[config.mk]
export PLATFORM = sky130hd
export DESIGN_NAME = cva6_tid_tracker
export DESIGN_NICKNAME = d
export VERILOG_FILES = /design/src/rtl/cva6_tid_tracker_pkg.sv /design/src/rtl/cva6_tid_tracker_lzc.sv /design/src/rtl/cva6_tid_tracker.sv
export SDC_FILE = /design/constraint.sdc
export NUM_CORES = 1
export LEC_CHECK = 0
export BUFFER_PORTS_ARGS = -buffer_cell sky130_fd_sc_hd__buf_2
export CORE_MARGIN = 2
export CORE_UTILIZATION = 58
export DETAILED_ROUTE_END_ITERATION = 10
export GPL_ROUTABILITY_DRIVEN = 0
export GPL_TIMING_DRIVEN = 0
export PLACE_DENSITY_LB_ADDON = 0.08
export SETUP_SLACK_MARGIN = 0.15
export SLEW_MARGIN = 5
export SYNTH_ARGS = -nofsm -noshare
export SYNTH_HDL_FRONTEND = slang
export SYNTH_HIERARCHICAL = 1
export SYNTH_SLANG_ARGS = --single-unit
export TNS_END_PERCENT = 100
[constraint.sdc]
create_clock -name clk_i -period 4.35 [get_ports clk_i]
set_clock_uncertainty 0.2 [all_clocks]
set_input_delay 0.6525 -clock clk_i [delete_from_list [all_inputs] [get_ports clk_i]]
set_output_delay 0.6525 -clock clk_i [all_outputs]
set_load 0.02 [all_outputs]
[src/rtl/cva6_tid_tracker_pkg.sv]
// Shared types and helpers for the outstanding-request tracker.
// Latency: n/a (types and elaboration-time functions only).
// Backpressure: n/a.
package cva6_tid_tracker_pkg;

  // Life cycle of one tracked request slot.
  typedef enum logic [1:0] {
    ST_FREE    = 2'd0,
    ST_PENDING = 2'd1,
    ST_KILLED  = 2'd2,
    ST_DONE    = 2'd3
  } entry_state_e;

  // True when the ID width can address every entry.
  function automatic bit tid_width_ok(input int unsigned nr_entries,
                                      input int unsigned tid_width);
    return (nr_entries >= 1) && (tid_width >= $clog2(nr_entries));
  endfunction

endpackage

[src/rtl/cva6_tid_tracker_lzc.sv]
// Trailing-zero counter: index of the lowest set bit, plus an all-zero flag.
// Latency: purely combinational.
// Backpressure: n/a.
module cva6_tid_tracker_lzc #(
  parameter int unsigned Width = 2,
  parameter int unsigned IdxW  = (Width > 1) ? $clog2(Width) : 1
) (
  input  logic [Width-1:0] in_i,
  output logic [IdxW-1:0]  cnt_o,
  output logic             empty_o
);

  // Scan from the top down so the lowest set bit is the last one written.
  always_comb begin
    cnt_o = '0;
    for (int i = Width - 1; i >= 0; i--) begin
      if (in_i[i]) cnt_o = IdxW'(i);
    end
  end

  assign empty_o = ~|in_i;

endmodule

[src/rtl/cva6_tid_tracker.sv]
// Allocates transaction IDs, holds per-request metadata, releases completed requests.
// Latency: response to out_valid_o one cycle; release frees the entry for the next cycle.
// Backpressure: alloc_ready_o low when the target entry is busy or flushing; out held until out_ready_i.
module cva6_tid_tracker
  import cva6_tid_tracker_pkg::*;
#(
  parameter int unsigned NrEntries    = 2,
  parameter int unsigned TidWidth     = 2,
  parameter int unsigned PayloadWidth = 64,
  parameter bit          InOrder      = 1'b1
) (
  input  logic                            clk_i,
  input  logic                            rst_ni,
  input  logic                            flush_i,
  input  logic                            alloc_valid_i,
  output logic                            alloc_ready_o,
  input  logic [PayloadWidth-1:0]         alloc_payload_i,
  output logic [TidWidth-1:0]             alloc_tid_o,
  input  logic                            rsp_valid_i,
  input  logic [TidWidth-1:0]             rsp_tid_i,
  output logic                            out_valid_o,
  input  logic                            out_ready_i,
  output logic [TidWidth-1:0]             out_tid_o,
  output logic [PayloadWidth-1:0]         out_payload_o,
  output logic [$clog2(NrEntries+1)-1:0]  count_o,
  output logic                            busy_o
);

  localparam int unsigned IdxW = (NrEntries > 1) ? $clog2(NrEntries) : 1;
  localparam int unsigned CntW = $clog2(NrEntries + 1);

  if (!tid_width_ok(NrEntries, TidWidth)) begin : g_param_err
    $error("cva6_tid_tracker: TidWidth cannot address NrEntries");
  end

  entry_state_e            state_q [NrEntries];
  entry_state_e            state_d [NrEntries];
  logic [PayloadWidth-1:0] payload_q [NrEntries];

  logic [IdxW-1:0] tgt_idx, rel_idx, rsp_idx;
  logic            tgt_free, rel_vld, rsp_hit;
  logic            alloc_fire, out_fire;
  logic [CntW-1:0] cnt_c;

  function automatic logic [IdxW-1:0] wrap_inc(input logic [IdxW-1:0] idx);
    return (idx == IdxW'(NrEntries - 1)) ? '0 : idx + 1'b1;
  endfunction

  // Out-of-range IDs never address an entry.
  assign rsp_hit = rsp_valid_i && (32'(rsp_tid_i) < NrEntries);
  assign rsp_idx = IdxW'(rsp_tid_i);

  // Flush masks both handshakes so nothing is allocated or released in that cycle.
  assign alloc_ready_o = tgt_free && !flush_i;
  assign alloc_fire    = alloc_valid_i && alloc_ready_o;
  assign alloc_tid_o   = TidWidth'(tgt_idx);
  assign out_valid_o   = rel_vld && !flush_i;
  assign out_fire      = out_valid_o && out_ready_i;
  assign out_tid_o     = TidWidth'(rel_idx);
  assign out_payload_o = payload_q[rel_idx];
  assign count_o       = cnt_c;
  assign busy_o        = (cnt_c != '0);

  // Entry state register.
  always_ff @(posedge clk_i) begin
    if (!rst_ni) state_q <= '{default: ST_FREE};
    else         state_q <= state_d;
  end

  // Entry next state: response, then release/alloc, then flush on top of the result.
  always_comb begin
    state_d = state_q;
    for (int i = 0; i < NrEntries; i++) begin
      if (rsp_hit && rsp_idx == IdxW'(i)) begin
        if (state_q[i] == ST_PENDING)     state_d[i] = ST_DONE;
        else if (state_q[i] == ST_KILLED) state_d[i] = ST_FREE;
      end
      if (out_fire && rel_idx == IdxW'(i))   state_d[i] = ST_FREE;
      if (alloc_fire && tgt_idx == IdxW'(i)) state_d[i] = ST_PENDING;
      if (flush_i) begin
        if (state_d[i] == ST_PENDING)   state_d[i] = ST_KILLED;
        else if (state_d[i] == ST_DONE) state_d[i] = ST_FREE;
      end
    end
  end

  // Occupancy derived from entry states.
  always_comb begin
    cnt_c = '0;
    for (int i = 0; i < NrEntries; i++) begin
      if (state_q[i] != ST_FREE) cnt_c = cnt_c + CntW'(1);
    end
  end

  // Metadata captured on allocation; cleared on reset so outputs start at zero.
  always_ff @(posedge clk_i) begin
    if (!rst_ni)         payload_q <= '{default: '0};
    else if (alloc_fire) payload_q[tgt_idx] <= alloc_payload_i;
  end

  if (InOrder) begin : g_inorder
    logic [IdxW-1:0] head_q, head_d, tail_q, tail_d;

    assign tgt_idx  = tail_q;
    assign tgt_free = (state_q[tail_q] == ST_FREE);
    assign rel_idx  = head_q;
    assign rel_vld  = (state_q[head_q] == ST_DONE);

    // Head skips slots already freed by killed responses so it cannot stall behind them.
    always_comb begin
      head_d = head_q;
      tail_d = tail_q;
      if (out_fire || (state_q[head_q] == ST_FREE && cnt_c != '0)) head_d = wrap_inc(head_q);
      if (alloc_fire) tail_d = wrap_inc(tail_q);
    end

    // Ring pointer registers.
    always_ff @(posedge clk_i) begin
      if (!rst_ni) begin
        head_q <= '0;
        tail_q <= '0;
      end else begin
        head_q <= head_d;
        tail_q <= tail_d;
      end
    end
  end else begin : g_ooo
    logic [NrEntries-1:0] free_vec, done_vec;
    logic                 free_none, done_none;

    // Per-entry flags feeding the two priority pickers.
    always_comb begin
      free_vec = '0;
      done_vec = '0;
      for (int i = 0; i < NrEntries; i++) begin
        free_vec[i] = (state_q[i] == ST_FREE);
        done_vec[i] = (state_q[i] == ST_DONE);
      end
    end

    cva6_tid_tracker_lzc #(.Width(NrEntries), .IdxW(IdxW)) u_lzc_free (
      .in_i(free_vec), .cnt_o(tgt_idx), .empty_o(free_none)
    );
    cva6_tid_tracker_lzc #(.Width(NrEntries), .IdxW(IdxW)) u_lzc_done (
      .in_i(done_vec), .cnt_o(rel_idx), .empty_o(done_none)
    );

    assign tgt_free = !free_none;
    assign rel_vld  = !done_none;
  end

endmodule
==> impl_metrics.env, run 1 <==
export IMPL_synth_adder_area_share_pct=0.418
export IMPL_die_x_um=106
export IMPL_ctsResizeCount=0
export IMPL_muxShareOfSynthArea_pct=12.2
export IMPL_end_kind="output pin"
export IMPL_cts_tree="built"
export IMPL_via_count=5211
export IMPL_worstMarginPinSlew_ns=0.509
export IMPL_synth_edf_count=0
export IMPL_synth_top_family_by_area="simple AND/OR/NAND/NOR gates"
export IMPL_num_io_pins=145
export IMPL_worstPathCellList="buf_2 -> buf_2 -> buf_2 -> mux2_2 -> buf_2"
export IMPL_cts_max_path_buffers=2
export IMPL_cpPeakStageDelay_ns=0.38
export IMPL_wire_per_inst_um=14.6
export IMPL_run_status="completed"
export IMPL_dp_cells=962
export IMPL_antenna_found_initial=1
export IMPL_cts_buffers=17
export IMPL_drc=0
export IMPL_grt_pass1_vias=5053
export IMPL_p_sw_mw=0.732
export IMPL_grt_start_max_net_pins=17
export IMPL_setup_viol=0
export IMPL_fin_crit_sh_pct=69.6
export IMPL_syn_cell_area_sq_mm=0.00599
export IMPL_clockRootBuffer="clkbuf_8"
export IMPL_antenna_left=0
export IMPL_crit_top_cell="buf_2"
export IMPL_drv_slew=0
export IMPL_synth_area_per_cell_sq_um=8.76
export IMPL_switching_share_pct=23.3
export IMPL_vias_per_cell=5.24
export IMPL_fin_crit_ns=3.03
export IMPL_initial_core_util_pct=58.8
export IMPL_synth_cell_types=31
export IMPL_clock_fmax_mhz=330
export IMPL_clockPowerShare_pct=47.3
export IMPL_arrival_ns=2.17
export IMPL_drive_gt1_share_pct=32.2
export IMPL_hold_violations=0
export IMPL_leakagePower_nw=3.23
export IMPL_clk_latency_ns=0.51
export IMPL_rsz0062_at_grt="false"
export IMPL_critPathLaunchType="register"
export IMPL_yosys_area_share_simple_pct=19.0
export IMPL_final_setup_tns_ns=0
export IMPL_drt_iter0_markers=257
export IMPL_cap_violations=0
export IMPL_rows=37
export IMPL_drt_wl_total_um=14600
export IMPL_diodes=0
export IMPL_htreeDepth=4
export IMPL_syn_to_final_growth_pct=24.9
export IMPL_grt_overflow_total=0
export IMPL_relSlewSlack_pct=66.1
export IMPL_grt_pass1_wl_um=23700
export IMPL_cts_sinks=134
export IMPL_synthXorXnorAreaFrac_pct=0
export IMPL_io_buffers=141
export IMPL_core_area_sq_mm=0.0102
export IMPL_grt_use_total_pct=26.5
export IMPL_ys_seq_elements=134
export IMPL_power_frac_comb_pct=11.6
export IMPL_place_hpwl_um=10200
export IMPL_nNetsFinal=919
export IMPL_path_max_fanout=10
export IMPL_synthArstFlopShare_pct=0
export IMPL_hp_class="in -> reg"
export IMPL_synth_compound_area_share_pct=17.2
export IMPL_slowest_stage="mux2_2"
export IMPL_dr_pass1_iters=5
export IMPL_power_density_mw_per_mm2=420
export IMPL_post_route_util_pct=73.5
export IMPL_internal_power_mw=2.41
export IMPL_ys_warn_count=6
export IMPL_seqPwrFrac_pct=41.1
export IMPL_ir_drop_uv=220
export IMPL_critical_path_class="reg -> out"
export IMPL_die_area_sq_mm=0.0112
export IMPL_cts_hold_buffers=0
export IMPL_die_h_um=106
export IMPL_total_power_mw=3.15
export IMPL_ys_flop_type="dfxtp_1"
export IMPL_stdcell_count=994
export IMPL_seq_area_frac_synth_pct=44.8
export IMPL_path_clk_slew_ns=0.06
export IMPL_required_ns=3.50
export IMPL_syn_inst=684
export IMPL_cts_setup_buffers=0
layout make-up:
class | count | area [sq um]
buffer | 54 | 364
clock buffer | 22 | 433
clock inverter | 10 | 178
fill | 803 | 2700
inverter | 4 | 15.0
multi-input combinational | 493 | 2930
sequential | 134 | 2680
tap | 136 | 170
timing repair buffer | 141 | 706
sequential cells by signal, indices dropped and copies added (netlist names):
signal            count
g_inorder.head_q      1
g_inorder.tail_q      1
state_q               4
payload_q           128
layer usage:
metal | vias to the layer above | part of all wire [%] | track usage (%)
met2 | 143 | 48 | 44.3
met3 | 23 | 5.8 | 6.18
li1 | 2569 | - | -
met1 | 2476 | 44 | 33.1
met4 | 0 | 2.0 | 10.2
met5 | - | 0 | 0
placed cells by master, fill, tap and decap left out, types with 5 or more instances in the layout:
cell type / instances
a21boi_0: 18
a21boi_1: 110
a21oi_1: 8
buf_2: 156
buf_4: 10
buf_6: 14
bufinv_16: 5
clkbuf_1: 20
clkbuf_16: 16
dfxtp_1: 134
mux2_2: 64
nand2_1: 260
power groups by stage:
stage               sequential [mW]  clock [mW]  combinational (mW)
floorplan                      1.31           0               0.242
global placement               1.32           0               0.357
detailed placement             1.32           0               0.362
CTS                            1.29        1.50               0.365
global route                   1.30        1.56               0.395
finish                         1.29        1.49               0.364
path summary, 6_finish.rpt:
path                                          start                end  slack [ns]  depth (start not counted)
worst min-delay path            alloc_payload_i[19]      payload_q[19]        0.18                          3
worst max-delay path               g_inorder.head_q  out_payload_o[55]        1.32                          5
worst min register to register        payload_q[55]      payload_q[55]        0.25                          2
worst max register to register     g_inorder.head_q         state_q[2]        2.67                          5
cell families (layout without fill, tap and decap cells):
| kind of cell | Yosys count | in the layout |
|---|---|---|
| fa+ha+maj | 2 | 2 |
| compound gates | 140 | 140 |
| simple gates | 284 | 284 |
| mux | 65 | 65 |
| flops | 134 | 134 |
| other cells | 1 | 2 |
| buf+inv | 58 | 231 |
Yosys cell counts, types with 2 or more instances:
cell / count / area [sq um]
nor2_1: 3 / 11.3
nor3b_1: 2 / 15.0
dfxtp_1: 134 / 2680
nand3_1: 3 / 15.0
or2_2: 2 / 12.5
a21boi_0: 18 / 135
ha_1: 2 / 25.0
buf_2: 15 / 75.1
buf_4: 10 / 75.1
clkbuf_1: 15 / 56.3
a21oi_1: 8 / 40.0
nand3b_1: 2 / 15.0
nand2_1: 260 / 976
buf_6: 14 / 158
inv_1: 4 / 15.0
nand2b_1: 4 / 25.0
mux2_2: 64 / 721
a21boi_1: 110 / 826
and3_1: 2 / 12.5
worst max-delay path, delay by kind of cell (launching register included):
family / cells / cell delay [ns]
DFF: 1 / 0.32
buffers and inverters: 4 / 0.96
muxes: 1 / 0.38
stage by stage:
step | hold WS (ns) | instance area, sq um | setup WS [ns]
6_report | 0.180 | 7480 | 1.32
4_1_cts | 0.167 | 7480 | 1.31
2_1_floorplan | 0.232 | 6000 | 2.22
3_5_place_dp | 0.243 | 6870 | 1.86
5_1_grt | 0.171 | 7480 | 1.23
3_3_place_gp | 0.237 | 6870 | 1.86
No activity file was read; power rests on OpenSTA's default activity.
==> inputs of run 2 (changes only) <==
Settings changed: CORE_UTILIZATION 58 to 54.
Clock period 4.35 ns to 2.9 ns, I/O delays scaled along.
==> run 2 against run 1 <==
  * Core utilization is 2.0 points higher
  * Via count is 6.2% higher
  * Total power is 56% higher
  * Clock power is 57% higher
  * Global-route usage is 0.87 points higher
  * Sequential share of layout area is 3.1 points lower
  * Critical path type unchanged
  * Largest power group unchanged
==> impl_metrics.env, run 2 (synthesis results as in run 1) <==
export IMPL_dr_pass1_iters=5
export IMPL_top_register="payload_q"
export IMPL_ir_drop_uv=408
export IMPL_die_x_um=109
export IMPL_critPathLaunchType="register"
export IMPL_cts_max_path_buffers=2
export IMPL_run_status="completed"
export IMPL_path_clk_slew_ns=0.06
export IMPL_post_route_util_pct=75.5
export IMPL_final_setup_tns_ns=0
export IMPL_drt_wl_total_um=16200
export IMPL_initial_core_util_pct=55.3
export IMPL_cts_sinks=134
export IMPL_grt_use_total_pct=27.3
export IMPL_antenna_found_initial=0
export IMPL_hp_class="in -> reg"
export IMPL_grt_start_max_net_pins=17
export IMPL_end_kind="output pin"
export IMPL_power_frac_comb_pct=12.7
export IMPL_nNetsFinal=983
export IMPL_arrival_ns=1.96
export IMPL_clockPowerShare_pct=47.7
export IMPL_drt_iter0_markers=297
export IMPL_core_area_sq_mm=0.0108
export IMPL_dp_cells=966
export IMPL_drc=0
export IMPL_wire_per_inst_um=15.3
export IMPL_via_count=5535
export IMPL_total_power_mw=4.90
export IMPL_seqPwrFrac_pct=39.6
export IMPL_grt_pass1_wl_um=25200
export IMPL_slowest_stage="mux2_2"
export IMPL_io_buffers=141
export IMPL_layout_common_cells="260 x nand2_1, 153 x buf_2, 134 x dfxtp_1"
export IMPL_antenna_left=0
export IMPL_die_area_sq_mm=0.0120
export IMPL_worstPathCellList="clkbuf_4 -> buf_4 -> buf_6 -> mux2_2 -> buf_2"
export IMPL_leakagePower_nw=3.52
export IMPL_fin_crit_ns=2.59
export IMPL_place_hpwl_um=10600
export IMPL_power_density_mw_per_mm2=599
export IMPL_clock_fmax_mhz=386
export IMPL_diodes=0
export IMPL_drive_gt1_share_pct=30.5
export IMPL_hold_violations=0
export IMPL_cts_buffers=17
export IMPL_worstMarginPinSlew_ns=0.566
export IMPL_cap_violations=0
export IMPL_cpPeakStageDelay_ns=0.35
export IMPL_vias_per_cell=5.21
export IMPL_largest_reg_flops=128
export IMPL_p_sw_mw=1.14
export IMPL_clk_latency_ns=0.53
export IMPL_rows=38
export IMPL_stdcell_count=1062
export IMPL_setup_viol=0
export IMPL_die_h_um=109
export IMPL_path_max_fanout=10
export IMPL_num_io_pins=145
export IMPL_switching_share_pct=23.3
export IMPL_fin_crit_sh_pct=89.4
export IMPL_critical_path_class="reg -> out"
export IMPL_relSlewSlack_pct=62.3
export IMPL_syn_to_final_growth_pct=36.5
export IMPL_cts_tree="built"
export IMPL_largestRegisters="payload_q (128), state_q (4)"
export IMPL_drv_slew=0
export IMPL_final_common_cell="nand2_1"
export IMPL_rsz0062_at_grt="false"
export IMPL_clockRootBuffer="clkbuf_8"
export IMPL_grt_overflow_total=0
export IMPL_fin_ws_ns=0.308
export IMPL_internal_power_mw=3.76
export IMPL_htreeDepth=4
export IMPL_required_ns=2.27
export IMPL_grt_pass1_vias=5440
export IMPL_pre_cts_slack_ns=0.624
==> run 2: cell count changes in the layout (fill, tap and decap cells not counted) <==
cell           change
clkbuf_8           +7
clkbuf_1           -5
bufinv_16          -1
clkbuf_4           +1
buf_2              -3
buf_4              +1
dlygate4sd3_1     +64
clkinvlp_4         -1
buf_6              +1
==> run 2: cell type report <==
type	count	area, sq um
multi-input combinational	493	2930
sequential	134	2680
fill	796	2660
timing repair buffer	205	1350
clock buffer	24	510
buffer	54	375
tap	140	175
clock inverter	8	140
inverter	4	15.0
==> run 2: final timing paths <==
kind                     from           endpoint  slack, ns  cells past startpoint
max reg2reg        state_q[2]   g_inorder.head_q       1.23                      5
max          g_inorder.head_q  out_payload_o[58]       0.31                      5
min reg2reg    payload_q[104]     payload_q[104]       0.25                      2
min               out_ready_i   g_inorder.head_q       0.05                      3
==> run 2: per-stage QoR <==
step           instance area (sq um)  hold WS (ns)
2_1_floorplan                   6000         0.232
4_1_cts                         8170        0.0281
3_5_place_dp                    6880         0.241
5_1_grt                         8180        0.0507
6_report                        8180        0.0548
3_3_place_gp                    6880         0.237
==> run 2: power by group through the flow <==
stage / Clock (mW) / Combinational [mW] / Sequential [mW]
after floorplan: 0 / 0.363 / 1.97
after detailed placement: 0 / 0.547 / 1.98
after CTS: 2.35 / 0.620 / 1.94
final: 2.34 / 0.623 / 1.94
after global placement: 0 / 0.538 / 1.97
after global routing: 2.44 / 0.672 / 1.95
==> run 2: per-layer routing <==
| metal | vias to the layer above | track usage, % | part of all wire (%) |
|---|---|---|---|
| met4 | 0 | 11.3 | 2.2 |
| met5 | - | 0 | 0 |
| met1 | 2641 | 31.0 | 41 |
| met3 | 29 | 7.23 | 5.7 |
| met2 | 167 | 48.5 | 51 |
| li1 | 2698 | - | - |
==> run 2: worst max-delay path, delay by kind of cell, from the launching register on <==
| kind | cells | cell delay, ns |
|---|---|---|
| DFF | 1 | 0.32 |
| buffers and inverters | 4 | 0.74 |
| muxes | 1 | 0.35 |
==> run 2: timing repair <==
action                                 4_1_cts  5_1_grt
gates resized for setup                      2        2
endpoints found under the hold margin      128        0
buffers inserted                             0        0
setup endpoints to repair                    8        8
hold buffers                                64        0
cloned                                       0        0
==> inputs of run 3 (changes only) <==
Settings changed: PLACE_DENSITY_LB_ADDON 0.08 to 0.12.
==> run 3 against run 2 <==
  * Sequential share of layout area up 0.24 points
  * Total power fell by 4.1%
  * Clock-buffer cell count shrank 3
  * Non-clock buffer count unchanged
  * Combinational power decreased by 0.8%
  * Critical path depth is the same
  * Register-to-register slack improved by 0.02 ns
  * Setup slack lost 0.047 ns
  * First-iteration DRC count decreased by 5.4%
  * Largest cell class unchanged
==> impl_metrics.env, run 3 (synthesis results as in run 1) <==
export IMPL_fin_crit_ns=2.64
export IMPL_run_status="completed"
export IMPL_antenna_found_initial=1
export IMPL_largestRegisters="payload_q (128), state_q (4)"
export IMPL_fin_ws_ns=0.261
export IMPL_syn_to_final_growth_pct=35.5
export IMPL_route_met2_wl_um=8170
export IMPL_arrival_ns=2.00
export IMPL_drc=0
export IMPL_cap_violations=0
export IMPL_largest_reg_flops=128
export IMPL_die_h_um=109
export IMPL_path_max_fanout=10
export IMPL_leakagePower_nw=3.49
export IMPL_cts_buffers=17
export IMPL_relSlewSlack_pct=64.7
export IMPL_internal_power_mw=3.59
export IMPL_pre_cts_slack_ns=0.604
export IMPL_top_register="payload_q"
export IMPL_cts_tree="built"
export IMPL_path_clk_slew_ns=0.05
export IMPL_path_delay_family="buffers and inverters"
export IMPL_ir_drop_uv=365
export IMPL_worstMarginPinSlew_ns=0.528
export IMPL_clockRootBuffer="clkbuf_8"
export IMPL_io_buffers=141
export IMPL_wire_per_inst_um=15.0
export IMPL_drt_iter0_markers=281
export IMPL_grt_start_max_net_pins=17
export IMPL_worstPathCellList="clkbuf_4 -> buf_4 -> buf_4 -> mux2_2 -> buf_2"
export IMPL_grt_use_total_pct=27.3
export IMPL_grt_overflow_total=0
export IMPL_vias_per_cell=5.10
export IMPL_die_area_sq_mm=0.0120
export IMPL_cpPeakStageDelay_ns=0.37
export IMPL_drt_wl_total_um=15900
export IMPL_seqPwrFrac_pct=41.3
export IMPL_setup_viol=0
export IMPL_initial_core_util_pct=55.3
export IMPL_grt_pass1_wl_um=25200
export IMPL_p_sw_mw=1.11
export IMPL_num_io_pins=145
export IMPL_clockPowerShare_pct=45.5
export IMPL_slowest_stage="mux2_2"
export IMPL_wl_met3_um=806
export IMPL_power_density_mw_per_mm2=578
export IMPL_final_setup_tns_ns=0
export IMPL_rows=38
export IMPL_required_ns=2.27
export IMPL_rsz0062_at_grt="false"
export IMPL_layout_common_cells="260 x nand2_1, 153 x buf_2, 134 x dfxtp_1"
export IMPL_drv_slew=0
export IMPL_grt_pass1_vias=5431
export IMPL_power_frac_comb_pct=13.2
export IMPL_crit_top_cell="buf_4"
export IMPL_antenna_left=0
export IMPL_hp_class="in -> reg"
export IMPL_hold_violations=0
export IMPL_cts_sinks=134
export IMPL_clock_fmax_mhz=379
export IMPL_clk_latency_ns=0.52
export IMPL_final_common_cell="nand2_1"
export IMPL_fin_crit_sh_pct=91.0
export IMPL_diodes=0
export IMPL_drt_met1_wl_um=6820
export IMPL_critical_path_class="reg -> out"
export IMPL_fillCellCount=785
export IMPL_via_count=5403
export IMPL_switching_share_pct=23.6
export IMPL_place_hpwl_um=10600
export IMPL_nNetsFinal=983
export IMPL_critPathLaunchType="register"
export IMPL_cts_max_path_buffers=2
export IMPL_drive_gt1_share_pct=30.3
export IMPL_end_kind="output pin"
export IMPL_routed_top_layer="met4"
export IMPL_die_x_um=109
export IMPL_htreeDepth=4
export IMPL_dr_pass1_iters=5
export IMPL_core_area_sq_mm=0.0108
export IMPL_cp_num_buf_inv=4
==> run 3: per-stage QoR <==
step	power (mW)	instance area (sq um)	util, %	std cells	hold slack, ns
2_1_floorplan	2.33	6000	-	685	0.232
4_1_cts	4.73	8120	74.9	1060	0.0364
5_1_grt	4.87	8120	74.9	1060	0.0585
6_report	4.70	8120	74.9	1060	0.0633
3_5_place_dp	2.53	6880	63.4	966	0.243
3_3_place_gp	2.51	6880	63.4	966	0.237
==> run 3: power by group through the flow <==
| stage | sequential, mW | clock [mW] | combinational, mW |
|---|---|---|---|
| CTS | 1.94 | 2.17 | 0.618 |
| finish | 1.94 | 2.14 | 0.618 |
| global placement | 1.97 | 0 | 0.537 |
| floorplan | 1.97 | 0 | 0.363 |
| detailed placement | 1.98 | 0 | 0.548 |
| global route | 1.95 | 2.26 | 0.670 |
==> run 3: final timing paths <==
path | start | to | slack (ns) | depth (start not counted)
hold / removal | out_ready_i | g_inorder.head_q | 0.06 | 3
hold reg to reg | payload_q[70] | payload_q[70] | 0.25 | 2
setup reg to reg | state_q[2] | g_inorder.head_q | 1.25 | 5
setup / recovery | g_inorder.head_q | out_payload_o[52] | 0.26 | 5
==> run 3: layer usage <==
metal  global-route usage, %  up-vias
met1                    32.6     2556
met2                    48.4      144
li1                        -     2695
met3                    6.46        8
met5                       0        -
met4                    8.41        0
==> run 3: final cells by class <==
| type | count | area [sq um] | share of cell area, % |
|---|---|---|---|
| tap | 140 | 175 | 2.16 |
| sequential | 134 | 2680 | 33.0 |
| inverter | 4 | 15.0 | 0.185 |
| buffer | 54 | 372 | 4.58 |
| clock inverter | 9 | 125 | 1.54 |
| timing repair buffer | 205 | 1350 | 16.6 |
| multi-input combinational | 493 | 2930 | 36.1 |
| clock buffer | 21 | 469 | 5.78 |
==> run 3: worst register-to-register path: stages, from the launching register on <==
cell and delay [ns]:
dfxtp_1 0.37, or2_2 0.34, inv_1 0.10, ha_1 0.18, a2bb2oi_1 0.21, mux2i_1 0.19
==> run 3: repair_timing <==
item / in CTS / in global routing
resized for setup: 2 / 1
buffers inserted: 0 / 0
hold buffers: 64 / 0
endpoints found under the setup margin: 8 / 5
endpoints found under the hold margin: 128 / 0
